--- config.mk ---
export PLATFORM = sky130hd
export DESIGN_NAME = adder_accum_ctrl
export DESIGN_NICKNAME = d
export VERILOG_FILES = /design/src/rtl/adder_accum_ctrl.sv
export SDC_FILE = /design/constraint.sdc
export NUM_CORES = 1
export LEC_CHECK = 0
export ABC_AREA = 1
export BUFFER_PORTS_ARGS = -buffer_cell sky130_fd_sc_hd__buf_2
export CELL_PAD_IN_SITES_DETAIL_PLACEMENT = 1
export CELL_PAD_IN_SITES_GLOBAL_PLACEMENT = 1
export CORE_ASPECT_RATIO = 0.75
export CORE_MARGIN = 3
export CORE_UTILIZATION = 31
export CTS_CLUSTER_DIAMETER = 200
export DETAILED_ROUTE_END_ITERATION = 6
export PLACE_DENSITY = 0.8
export RECOVER_POWER = 25
export SLEW_MARGIN = 20
export SYNTH_ARGS = -nofsm -noshare
export SYNTH_HDL_FRONTEND = slang
export SYNTH_SLANG_ARGS = --single-unit
--- constraint.sdc ---
create_clock -name Clk -period 1.45 [get_ports Clk]
set_input_delay 0.29 -clock Clk [delete_from_list [all_inputs] [get_ports Clk]]
set_output_delay 0.29 -clock Clk [all_outputs]
set_load 0.05 [all_outputs]
--- src/rtl/adder_accum_ctrl.sv ---
// Sequencing stage in front of a WIDTH-bit adder. The Run button is synchronized and
// edge-detected, and each press performs one accumulate: acc <= acc + SW.
// The adder itself is external and connects through the Add_* ports.
module adder_accum_ctrl #(
    parameter int unsigned WIDTH       = 16,
    parameter int unsigned ADD_LAT     = 1,   // legal 1..15
    parameter int unsigned SYNC_STAGES = 2    // legal 2..4
) (
    input  logic             Clk,
    input  logic             Reset,
    input  logic             Run_Accumulate,
    input  logic             Clear,
    input  logic [WIDTH-1:0] SW,
    output logic [WIDTH-1:0] Add_A,
    output logic [WIDTH-1:0] Add_B,
    output logic             Add_cin,
    input  logic [WIDTH-1:0] Add_S,
    input  logic             Add_cout,
    output logic [WIDTH-1:0] Out,
    output logic             Carry,
    output logic             Busy,
    output logic             Done
);

    localparam int unsigned CntW = 4;

    typedef enum logic [2:0] {
        StIdle,
        StLoad,
        StWait,
        StCapture,
        StHold
    } state_e;

    state_e                 state_q, state_d;
    logic [SYNC_STAGES-1:0] sync_q, sync_d;
    logic                   run_d_q, run_d_d;
    logic [WIDTH-1:0]       acc_q, acc_d;
    logic [WIDTH-1:0]       op_q, op_d;
    logic                   carry_q, carry_d;
    logic                   done_q, done_d;
    logic [CntW-1:0]        cnt_q, cnt_d;

    logic run_s;
    logic press;

    // Synchronizer shift and edge-detect delay for the Run button.
    always_comb begin
        sync_d  = {sync_q[SYNC_STAGES-2:0], Run_Accumulate};
        run_d_d = run_s;
    end

    assign run_s = sync_q[SYNC_STAGES-1];
    assign press = run_s & ~run_d_q;

    // Next-state and datapath updates; Clear overrides everything the FSM decided.
    always_comb begin
        state_d = state_q;
        acc_d   = acc_q;
        op_d    = op_q;
        carry_d = carry_q;
        done_d  = 1'b0;
        cnt_d   = cnt_q;

        unique case (state_q)
            StIdle: begin
                if (press) begin
                    state_d = StLoad;
                end
            end
            StLoad: begin
                op_d    = SW;
                cnt_d   = CntW'(ADD_LAT - 1);
                state_d = StWait;
            end
            StWait: begin
                if (cnt_q == '0) begin
                    state_d = StCapture;
                end else begin
                    cnt_d = cnt_q - 4'd1;
                end
            end
            StCapture: begin
                acc_d   = Add_S;
                carry_d = Add_cout;
                done_d  = 1'b1;
                state_d = StHold;
            end
            StHold: begin
                // Wait for release so a held button yields only one add.
                if (!run_s) begin
                    state_d = StIdle;
                end
            end
            default: begin
                state_d = StIdle;
            end
        endcase

        // Parking in HOLD keeps a still-held button from retriggering after Clear.
        if (Clear) begin
            acc_d   = '0;
            op_d    = '0;
            carry_d = 1'b0;
            done_d  = 1'b0;
            cnt_d   = '0;
            state_d = StHold;
        end
    end

    // State registers with synchronous active-high reset.
    always_ff @(posedge Clk) begin
        if (Reset) begin
            state_q <= StIdle;
            sync_q  <= '0;
            run_d_q <= 1'b0;
            acc_q   <= '0;
            op_q    <= '0;
            carry_q <= 1'b0;
            done_q  <= 1'b0;
            cnt_q   <= '0;
        end else begin
            state_q <= state_d;
            sync_q  <= sync_d;
            run_d_q <= run_d_d;
            acc_q   <= acc_d;
            op_q    <= op_d;
            carry_q <= carry_d;
            done_q  <= done_d;
            cnt_q   <= cnt_d;
        end
    end

    assign Add_A   = acc_q;
    assign Add_B   = op_q;
    assign Add_cin = 1'b0;
    assign Out     = acc_q;
    assign Carry   = carry_q;
    assign Done    = done_q;
    assign Busy    = (state_q == StLoad) || (state_q == StWait) || (state_q == StCapture);

endmodule

==> results.toml <==
[run_status]
status = "completed"

[place]
place_inst = 360
gp_congestion = 0.767
hpwl_um = 3290
pre_cts_ws_ns = 0.234
portBuffers = 87

[grt]
grt_pass1_vias = 1538
gr-total-overflow = 0
antenna_found_initial = 0
track_usage = 0.126
grt_pass1_wl_um = 6820
grt_max_degree = 34

[floorplan]
core-area_um2 = 5470
initial_core_util = 0.329
die_y_um = 71.9
die_w_um = 93.9
dieArea_um2 = 6750
ioPinCount = 89
core.rowCount = 23

[cts]
clkLatencyLatePin_ns = 0.29
clock_path_buffers = 2
ctsRootBufferMaster = "clkbuf_8"
cts_setup_buffers = 0
cts.sinks = 44
cts_tree = "built"
clk_pin_slew_worst_paths_ns = 0.08
hold_buffers = 0
htree_levels = 2
numCtsBuffers = 5

[detailed_routing]
wirelength_um = 4210
drc = 0
routedWlPerCell_um = 11.4
num_vias = 1615
postRouteAntennaNets = 0
drt_iter0_markers = 48
viasPerCell = 4.39
drt_first_pass_iters = 4

[setup_path]
r2r-end = "cnt_q[2]$_SDFFE_PP0P_"
required_ns = 1.16
crit_start = "state_q[0]$_SDFFE_PP0P_"
reg2reg_from = "state_q[2]$_SDFFE_PP0P_"
rrSetupSlack_ns = 0.18
worst-r2r-cell-count = 8
crit_type = "reg -> out"
arrival_ns = 1.06
endpoint_kind = "output pin"
path_max_fanout = 5
cp-start-kind = "flip-flop"

[synthesis]
synth_fp_nets = 259
synth_top_area_cell = "dfxtp_1"
ys_types = 28
synth_top_area_frac = 0.490
syn_avg_cell_area_um2 = 8.17
yosys-top-cells-area = "dfxtp_1, nor2_1, buf_4"
syn_inst = 220
seq_area_frac_synth = 0.490
synth_area_um2 = 1800
synth_seq_cells = 44
yosysWarnings = 0

[timing]
finalSetupViolCount = 0
finalWorstSetupSlack_ns = 0.0955
finalCritPeriodShare = 0.934
setup-tns-final_ns = 0
final_hold_viol_count = 0
slew_violations = 0
whs_ns = 0.204
min_period_ns = 1.35
final.setup_skew_ns = 0.00688
fmax_mhz = 738
rsz0062_at_grt = "false"

[power_and_ir_drop]
p_leak_nw = 1.07
power_density_nw_per_um2 = 1050
peakVddDrop_mv = 0.404

[layout]
area_delta_synth_final_pct = 28.1
nets = 331
final_cells = 368
drive_above_1_share = 0.365
antennaDiodeCount = 0

[run]
maxCapViolations = 0

[min_path]
hp-start = "Run_Accumulate"
whs_path_depth = 3
hold_path_class = "in -> reg"
worst_hold_path.endpoint = "sync_q[0]$_SDFF_PP0_"
## power breakdown
group	switching [mW]	internal, mW	total, mW
logic	0.115	0.0747	0.189
clock network	0.393	0.608	1.00
registers	0.0112	1.22	1.23
total	0.519	1.91	2.42
## cells in the final DEF, fill, tap and decap left out, types with 2 or more instances in the layout
cell,n
buf_4,3
dfxtp_1,42
a21oi_1,21
nand2_1,8
nor2_2,3
ha_1,2
nand3_1,3
inv_1,25
clkbuf_8,7
o21ai_0,29
nor2_1,45
dfxtp_2,2
clkbuf_2,2
buf_2,83
o21ai_1,5
## layout make-up
class	instances	area [um2]
clock buffer	7	96.3
sequential	44	883
tap	75	93.8
timing repair buffer	90	472
fill	687	3170
inverter	26	103
multi-input combinational	125	623
clock inverter	1	30.0
## metrics by stage
step	util	instance area, um2	total power [mW]
floorplan	-	1800	1.38
global placement	0.397	2170	1.45
detailed placement	0.397	2170	1.45
CTS	0.421	2300	2.47
global route	0.421	2300	2.56
finish	0.421	2300	2.42
## kinds of logic after synthesis
kind of cell    Yosys count  synth area share
buf+inv                  51             0.164
compound gates           57             0.162
simple gates             65             0.168
fa+ha+maj                 2            0.0139
other cells               1           0.00209
flops                    44             0.490
## critical path, stage by stage (launching register included)
cell and delay [ns]:
dfxtp_2 0.42, nor2_2 0.07, nor2_2 0.09, buf_4 0.20
## registers in the layout, summed over array words and instances (netlist names)
| register | cells |
|---|---|
| sync_q | 2 |
| Add_A | 16 |
| run_d_q | 1 |
| Add_B | 16 |
| Done | 1 |
| Carry | 1 |
| cnt_q | 4 |
| state_q | 3 |
## Yosys cell counts (all sizes together)
cell type / number
dfxtp: 44
o21a: 1
ha: 2
conb: 1
nor2: 49
nor3: 1
o211ai: 1
nand2: 9
clkbuf: 2
a21oi: 21
o21ai: 34
buf: 23
nand3b: 1
nand4: 1
nand3: 4
inv: 26
## metal layers
metal | wire (um) | global-route usage | vias to the layer above | share of wire
li1 | - | - | 820 | -
met1 | 1710 | 0.141 | 751 | 0.41
met2 | 2210 | 0.236 | 42 | 0.52
met3 | 261 | 0.0332 | 2 | 0.062
met4 | 36 | 0.0385 | 0 | 0.0085
met5 | 0 | 0 | - | 0
## worst max path at each step
stage,endpoint,slack (ns),cells after the start
finish,Busy,0.1,3
CTS,Busy,0.04,3
detailed placement,Busy,0.23,3
global placement,Busy,0.24,3
global route,Busy,0.02,3
floorplan,Busy,0.18,2
## what timing repair did
item / 4_1_cts / 5_1_grt
resized for setup: 2 / 2
cloned: 0 / 0
endpoints found under the setup margin: 1 / 1
endpoints found under the hold margin: 0 / 0
No activity file was read; power rests on OpenSTA's default activity.
